$ cat src/rtl/exp_present_ctrl.sv
// Expansion-board presence controller: debounce, power/reset sequencing, Avalon-MM regs.
// Optional: EXP_CTRL_REMOVE_DEBOUNCE_EN debounces removal as well as insertion.
module exp_present_ctrl #(
  parameter int DEBOUNCE_CYCLES = 50000,
  parameter int SETTLE_CYCLES   = 100000,
  parameter int CNT_W           = 20
) (
  input  logic        clk,
  input  logic        reset_n,
  input  logic [1:0]  address,
  input  logic        chipselect,
  input  logic        write_n,
  input  logic [31:0] writedata,
  output logic [31:0] readdata,
  input  logic        in_port,
  output logic        exp_pwr_en,
  output logic        exp_rst_n,
  output logic        irq
);

  typedef enum logic [2:0] {
    ST_ABSENT      = 3'd0,
    ST_DEBOUNCE    = 3'd1,
    ST_PRESENT_OFF = 3'd2,
    ST_POWER_UP    = 3'd3,
    ST_READY       = 3'd4
  } state_t;

  localparam logic [CNT_W-1:0] DB_LAST = CNT_W'(DEBOUNCE_CYCLES - 1);
  localparam logic [CNT_W-1:0] ST_LAST = CNT_W'(SETTLE_CYCLES - 1);

  logic             r_sync1;
  logic             r_sync2;
  state_t           r_state;
  state_t           w_next;
  logic [CNT_W-1:0] r_cnt;
  logic [1:0]       r_ctrl;
  logic [1:0]       r_event;
  logic [1:0]       r_mask;
  logic             w_sync;
  logic             w_auto;
  logic             w_rem;
  logic             w_inc;
  logic             w_set_ins;
  logic             w_set_rem;
  logic             w_wr;
  logic             w_present;
  logic             w_ready;
  logic [1:0]       w_evt_clr;
  logic [31:0]      w_rdata;
  logic             w_unused;

  assign w_sync    = r_sync2;
  assign w_auto    = r_ctrl[0] && !r_ctrl[1];
  assign w_wr      = chipselect && !write_n;
  assign w_present = (r_state >= 3'd2);
  assign w_ready   = (r_state == ST_READY);
  assign w_unused  = ^writedata[31:2];

  always_ff @(posedge clk or negedge reset_n) begin
    if (!reset_n) begin
      r_sync1 <= 1'b0;
      r_sync2 <= 1'b0;
    end else begin
      r_sync1 <= in_port;
      r_sync2 <= r_sync1;
    end
  end

`ifdef EXP_CTRL_REMOVE_DEBOUNCE_EN
  logic [CNT_W-1:0] r_rcnt;

  // Counts consecutive low samples while the board is considered present.
  always_ff @(posedge clk or negedge reset_n) begin
    if (!reset_n) begin
      r_rcnt <= '0;
    end else if (w_sync || !w_present || w_rem) begin
      r_rcnt <= '0;
    end else begin
      r_rcnt <= r_rcnt + CNT_W'(1);
    end
  end

  assign w_rem = !w_sync && (r_rcnt == DB_LAST);
`else
  assign w_rem = !w_sync;
`endif

  always_comb begin
    w_next    = r_state;
    w_inc     = 1'b0;
    w_set_ins = 1'b0;
    w_set_rem = 1'b0;
    case (r_state)
      ST_ABSENT: begin
        if (w_sync) w_next = ST_DEBOUNCE;
      end
      ST_DEBOUNCE: begin
        if (!w_sync) begin
          w_next = ST_ABSENT;
        end else if (r_cnt == DB_LAST) begin
          w_set_ins = 1'b1;
          w_next    = w_auto ? ST_POWER_UP : ST_PRESENT_OFF;
        end else begin
          w_inc = 1'b1;
        end
      end
      ST_PRESENT_OFF: begin
        if (w_rem) begin
          w_next    = ST_ABSENT;
          w_set_rem = 1'b1;
        end else if (w_auto) begin
          w_next = ST_POWER_UP;
        end
      end
      ST_POWER_UP: begin
        if (w_rem) begin
          w_next    = ST_ABSENT;
          w_set_rem = 1'b1;
        end else if (r_ctrl[1]) begin
          w_next = ST_PRESENT_OFF;
        end else if (r_cnt == ST_LAST) begin
          w_next = ST_READY;
        end else begin
          w_inc = 1'b1;
        end
      end
      ST_READY: begin
        if (w_rem) begin
          w_next    = ST_ABSENT;
          w_set_rem = 1'b1;
        end else if (r_ctrl[1]) begin
          w_next = ST_PRESENT_OFF;
        end
      end
      default: w_next = ST_ABSENT;
    endcase
  end

  // Counter restarts on every state change, so it never needs to wrap.
  always_ff @(posedge clk or negedge reset_n) begin
    if (!reset_n) begin
      r_state <= ST_ABSENT;
      r_cnt   <= '0;
    end else begin
      r_state <= w_next;
      if (w_next != r_state) r_cnt <= '0;
      else if (w_inc)        r_cnt <= r_cnt + CNT_W'(1);
    end
  end

  assign exp_pwr_en = (r_state == ST_POWER_UP) || (r_state == ST_READY);
  assign exp_rst_n  = (r_state == ST_READY);

  assign w_evt_clr = (w_wr && address == 2'd2) ? writedata[1:0] : 2'b00;

  always_ff @(posedge clk or negedge reset_n) begin
    if (!reset_n) begin
      r_ctrl  <= 2'b00;
      r_mask  <= 2'b00;
      r_event <= 2'b00;
      irq     <= 1'b0;
    end else begin
      if (w_wr && address == 2'd1) r_ctrl <= writedata[1:0];
      if (w_wr && address == 2'd3) r_mask <= writedata[1:0];
      r_event <= (r_event & ~w_evt_clr) | {w_set_rem, w_set_ins};
      irq     <= |(r_event & r_mask);
    end
  end

  always_comb begin
    w_rdata = '0;
    case (address)
      2'd0: w_rdata = {26'd0, r_state, w_ready, w_present, w_sync};
      2'd1: w_rdata = {30'd0, r_ctrl};
      2'd2: w_rdata = {30'd0, r_event};
      2'd3: w_rdata = {30'd0, r_mask};
      default: w_rdata = '0;
    endcase
  end

  always_ff @(posedge clk or negedge reset_n) begin
    if (!reset_n) readdata <= '0;
    else          readdata <= w_rdata;
  end

endmodule
$ cat config.mk
export PLATFORM = sky130hd
export DESIGN_NAME = exp_present_ctrl
export DESIGN_NICKNAME = d
export VERILOG_FILES = /design/src/rtl/exp_present_ctrl.sv
export SDC_FILE = /design/constraint.sdc
export NUM_CORES = 1
export LEC_CHECK = 0
export ABC_AREA = 1
export CELL_PAD_IN_SITES_DETAIL_PLACEMENT = 1
export CELL_PAD_IN_SITES_GLOBAL_PLACEMENT = 2
export CORE_ASPECT_RATIO = 1.5
export CORE_UTILIZATION = 25
export DETAILED_ROUTE_END_ITERATION = 10
export HOLD_SLACK_MARGIN = 0.05
export PLACE_DENSITY_LB_ADDON = 0.2
export SLEW_MARGIN = 10
export SYNTH_ARGS = -nofsm -noshare
export SYNTH_HDL_FRONTEND = slang
export SYNTH_SLANG_ARGS = --single-unit
$ cat constraint.sdc
create_clock -name clk -period 2.3 [get_ports clk]
set_clock_uncertainty 0.05 [all_clocks]
set_input_delay 0.345 -clock clk [delete_from_list [all_inputs] [get_ports clk]]
set_output_delay 0.345 -clock clk [all_outputs]
set_load 0.01 [all_outputs]
======== Word-level counts from Yosys, hierarchy flattened ========
Index checks and enable logic that the tools add are counted.
storage, ports and cells
  register bits ........................... 64
  input port bits ......................... 39
  output and inout bits ................... 35
  word-level logic and storage cells ...... 65
operators by class
  $add $sub $neg .......................... 1
  $lt $le $gt $ge ......................... 1
  equal/unequal tests ..................... 10
  multiplexer cells ....................... 27
  bitwise logic cells ..................... 4
  reductions and logical operators ........ 13
operators by type and width
  kind                     count
  $pmux W32 S4             1
  $mux W20                 2
  $mux W3                  10
  $add A20 B1 Y20 const B  1
  $eq A20 B16 Y1 const B   1
  $eq A20 B17 Y1 const B   1
  $pmux W3 S5              1
  $mux W1                  11
  $eq A3 B2 Y1 const B     2
  $logic_and A1 B1 Y1      5
  $and A2 B2 Y2            2
  $eq A2 B2 Y1 const B     2
  $eq A3 B1 Y1 const B     1
  $eq A3 B3 Y1 const B     1
  $ge A3 B2 Y1 const B     1
  $logic_not A3 Y1         1
  $ne A3 B3 Y1             1
  $reduce_or A3 Y1         1
  $eq A2 B1 Y1 const B     1
  $logic_not A1 Y1         2
  $logic_not A2 Y1         1
  $mux W2                  1
  $not A2 Y2               1
  $or A2 B2 Y2             1
  other kinds (4)          4

======== Logic depth before layout (Yosys ltp) ========
  word-level depth ........................ 8
  gate-level depth with buffers ........... 15
  mapped depth without buffers ............ 14

======== Worst setup path after synthesis ========
Ideal clock, no wire load.
  path type ............................... flip-flop to flip-flop
  start point ............................. register r_cnt[0]
  end point ............................... register r_cnt[12]
  setup time .............................. 119 ps
  arrival ................................. 1,612 ps
  data required time ...................... 2,131 ps
  path slack .............................. 520 ps
  cell stages (with the launch flop) ...... 12
  path buffers ............................ 0
  period minus slack after synthesis ...... 1,780 ps
  cell sequence ........................... dfrtp_1 > ha_1 > nand3_1 > nor2_1 > nand3_1 > nand3_1 > nand2_2 > nand3_2 > nor2_1 > nand2_1 > xor2_1 > nor2_2
between the ends
  longest elaborated chain between the ends .. 7
  elaborated cells between the ends (all ways) .. 19
  classes of those cells .................. add/sub (1); eq/ne (3); mux (14); reduce/logical (1)
RTL lines
  element                                                line  RTL
  start: declaration                                     36    logic [CNT_W-1:0] r_cnt;
  start signal: assignment                               148   else if (w_inc) r_cnt <= r_cnt + CNT_W'(1);
  $eq A20 B17 Y1                                         122   end else if (r_cnt == ST_LAST) begin
  $mux W3                                                122
  $mux W3                                                120   end else if (r_ctrl[1]) begin
  $mux W3                                                117   if (w_rem) begin
  $pmux W3 S5                                            94    case (r_state)
  $ne A3 B3 Y1                                           147   if (w_next != r_state) r_cnt <= '0;
  $mux W20 / $reduce_bool A2 Y1 (equally long branches)  --
Parallel ways exist; a longest one is shown, timed or not. The select of a mux whose other input is x is not followed.
A chain may end at the register's enable or synchronous reset.

======== Final worst setup path ========
  start point ............................. register r_state[1]
  end point ............................... output exp_pwr_en
between the ends
  longest elaborated chain between the ends .. 2
  elaborated cells between the ends (all ways) .. 3
  classes of those cells .................. eq/ne (2); reduce/logical (1)
RTL lines
  element                                              line  RTL
  start: declaration                                   34    state_t r_state;
  start signal: assignment                             146   r_state <= w_next;
  $eq A3 B2 Y1 / $eq A3 B3 Y1 (equally long branches)  152   assign exp_pwr_en = (r_state == ST_POWER_UP) || (r_state == ST_READY);
  $logic_or A1 B1 Y1 *                                 152
  end: declaration                                     16    output logic exp_pwr_en,
Every way passes the cells marked *; elsewhere a longest branch is shown, timed or not.

==> impl_metrics.env <==
export IMPL_synthCells=289
export IMPL_cpMaxStageDelayCell="clkdlybuf4s50_1"
export IMPL_hold_viol=0
export IMPL_antenna_found_initial=0
export IMPL_tightest_slew_ns=0.532
export IMPL_cts_buffers_inserted=5
export IMPL_required_ns=1.90
export IMPL_drtAntennaViolNets=0
export IMPL_nNetsFinal=354
export IMPL_drc=0
export IMPL_maxCapViolCount=0
export IMPL_worstSkewPairLatency_ns=0.28
export IMPL_dieArea_um2=9450
export IMPL_worst_endpoint_arrival_ns=1.72
export IMPL_clockBufferDepth=2
export IMPL_yosysSeqAreaShare_pct=42.0
export IMPL_crit_path_max_incr_delay_ns=0.55
export IMPL_netlist_area_um2=2260
export IMPL_setup_tns_ns=0
export IMPL_grt_pass1_wl_um=9550
export IMPL_start_util_pct=25.6
export IMPL_utilization_pct=29.8
export IMPL_grt_max_degree=24
export IMPL_htreeDepth=2
export IMPL_min_from="r_sync1"
export IMPL_chipHeight_um=119
export IMPL_fin_area_um2=2640
export IMPL_hpwl_um=4370
export IMPL_die_w_um=79.7
export IMPL_cts_root_buf="clkbuf_16"
export IMPL_via_per_inst=4.25
export IMPL_cts_tree="built"
export IMPL_criticalPathCategory="register to primary output"
export IMPL_synth_edf_count=0
export IMPL_fin_crit_sh_pct=92.1
export IMPL_cp_num_buf_inv=1
export IMPL_multi_input_area_um2=1080
export IMPL_vias=1798
export IMPL_portBuffers=17
export IMPL_setup_slack_ns=0.182
export IMPL_r2r_slack_ns=0.27
export IMPL_dr_pass1_iters=4
export IMPL_hold_depth=0
export IMPL_status="complete, no violations"
export IMPL_crit_chain="nor2_1 > nand2_1 > nand2_1 > clkdlybuf4s50_1"
export IMPL_ys_seq_elements=38
export IMPL_crit_path_end_kind="primary output"
export IMPL_dp_cells=416
export IMPL_rows=42
export IMPL_slew_headroom_pct=64.5
export IMPL_drive_gt1_share_pct=11.8
export IMPL_min_period_ns=2.12
export IMPL_synth_distinct_cells=34
export IMPL_post_cts_buffers=0
export IMPL_io_pins=74
export IMPL_pre_cts_slack_ns=0.177
export IMPL_hold_path_end="r_sync2"
export IMPL_coreArea_um2=8830
export IMPL_async_flop_share_pct=100
export IMPL_cts_sinks=38
export IMPL_r2r_end="r_cnt[2]"
export IMPL_hp_class="register to register"
export IMPL_clock_fmax_mhz=472
export IMPL_peakVddDrop_mv=0.287
export IMPL_fill_cells=1093
export IMPL_wire_per_inst_um=13.0
export IMPL_yosysWarningCount=0
export IMPL_rsz0062_at_grt="false"
export IMPL_power_mw=1.62
export IMPL_grt_pass1_vias=1904
export IMPL_avgSynthCellArea_um2=7.83
export IMPL_drt_iter0_drc=31
export IMPL_hold_slack_ns=0.309
export IMPL_cpMostUsedCell="nand2_1"
export IMPL_yosys_most_used_dff="dfrtp_1"
export IMPL_seq_area_um2=951
export IMPL_layout_cells_non_filler=423
export IMPL_grt_overflow=0
export IMPL_routed_wl_um=5510
export IMPL_area_growth_pct=16.4
export IMPL_track_usage_pct=13.5
export IMPL_leakage_nw=1.21
export IMPL_diodes=0
export IMPL_power_density_nw_per_um2=616
export IMPL_reg2reg_depth=12
export IMPL_cp_max_fo=6
export IMPL_clk_pin_slew_ns=0.05
export IMPL_place_gp_congestion=0.737
export IMPL_reg2reg_from="r_cnt[0]"
export IMPL_setup_viol=0
export IMPL_dpl_instance_area_um2=2480
export IMPL_start_kind="register"
export IMPL_crit_family="buffers and inverters"
export IMPL_finalMaxSlewViolations=0
[report_power, final]
| group | total, mW | switching, mW | internal, mW |
|---|---|---|---|
| Clock | 0.674 | 0.255 | 0.419 |
| Sequential | 0.737 | 0.0313 | 0.706 |
| Combinational | 0.213 | 0.134 | 0.0781 |
[how the worst max path moves through the flow]
stage               startpoint  cells after the start    endpoint  slack [ns]
global placement      r_cnt[0]                     11   r_cnt[12]        0.18
global route          r_cnt[0]                     14    r_cnt[3]        0.02
floorplan             r_cnt[0]                     11   r_cnt[12]        0.52
CTS                 r_state[1]                      4  exp_pwr_en        0.15
finish              r_state[1]                      4  exp_pwr_en        0.18
detailed placement    r_cnt[0]                     11   r_cnt[12]        0.18
[registers in the layout (all words and copies together), names as in the netlist]
signal	count
r_state	3
r_ctrl	2
readdata	6
r_event	2
r_cnt	20
r_mask	2
r_sync2	1
r_sync1	1
irq	1
[Yosys cell counts, types with 2 or more instances]
master,n,area [um^2]
o2111ai_1,2,17.5
nand2_2,5,31.3
nor3_1,4,20.0
nor2_1,46,173
nand3_1,21,105
a21oi_1,2,10.0
nand2_1,64,240
inv_1,24,90.1
o21ai_0,9,45.0
xor2_1,10,87.6
nor2_2,9,56.3
dfrtp_1,38,951
xnor2_1,4,35.0
buf_6,2,22.5
nand4_1,3,18.8
buf_4,26,195
inv_2,3,11.3
[kinds of logic (layout without fill, tap and decap cells)]
logic type                 Yosys count  after routing  synth area share (%)
DFF                                 38             38                  42.0
AOI/OAI and AO/OA                   15             15                  3.93
buffers and inverters               57             56                  14.5
xor gates and xnor gates            14             14                  5.42
and+or+nand+nor                    163            163                  33.4
other                                1             26                 0.166
adders and majority gates            1              1                 0.553
[placed cells by master (no fill, tap or decap), types with 2 or more instances in the layout]
cell type / netlist / final
buf_4: 26 / 3
o2111ai_1: 2 / 2
inv_2: 3 / 3
nor3_1: 4 / 4
clkdlybuf4s50_1: 0 / 16
xnor2_1: 4 / 4
nor2_2: 9 / 9
nand3_2: 1 / 2
clkbuf_16: 0 / 5
inv_1: 24 / 24
xor2_1: 10 / 10
o21ai_0: 9 / 9
dfrtp_1: 38 / 38
nand2_2: 5 / 5
a21oi_1: 2 / 2
nand2_1: 64 / 64
conb_1: 1 / 26
nand3_1: 21 / 20
nor2_1: 46 / 46
nand4_1: 3 / 3
[layer usage]
layer  up-vias  global-route usage, %  routed length (um)
li1        900                      -                   -
met1       863                   15.9                2290
met2        26                   22.8                2930
met3         9                   2.55                 104
met4         0                   6.93                 176
met5         -                      0                   0
[final cells by class]
cell class | instances | share of cell area [%]
well taps | 110 | 5.22
flip-flops and latches | 38 | 36.1
multi-input cells | 219 | 41.1
repair buffers | 22 | 8.26
clock buffers | 6 | 5.27
inverters | 28 | 4.08
[timing repair]
item,in CTS,in global routing
resized for setup,0,1
hold buffers,1,0
endpoints found under the setup margin,0,16
endpoints found under the hold margin,21,0
No activity file was read; power rests on OpenSTA's default activity.
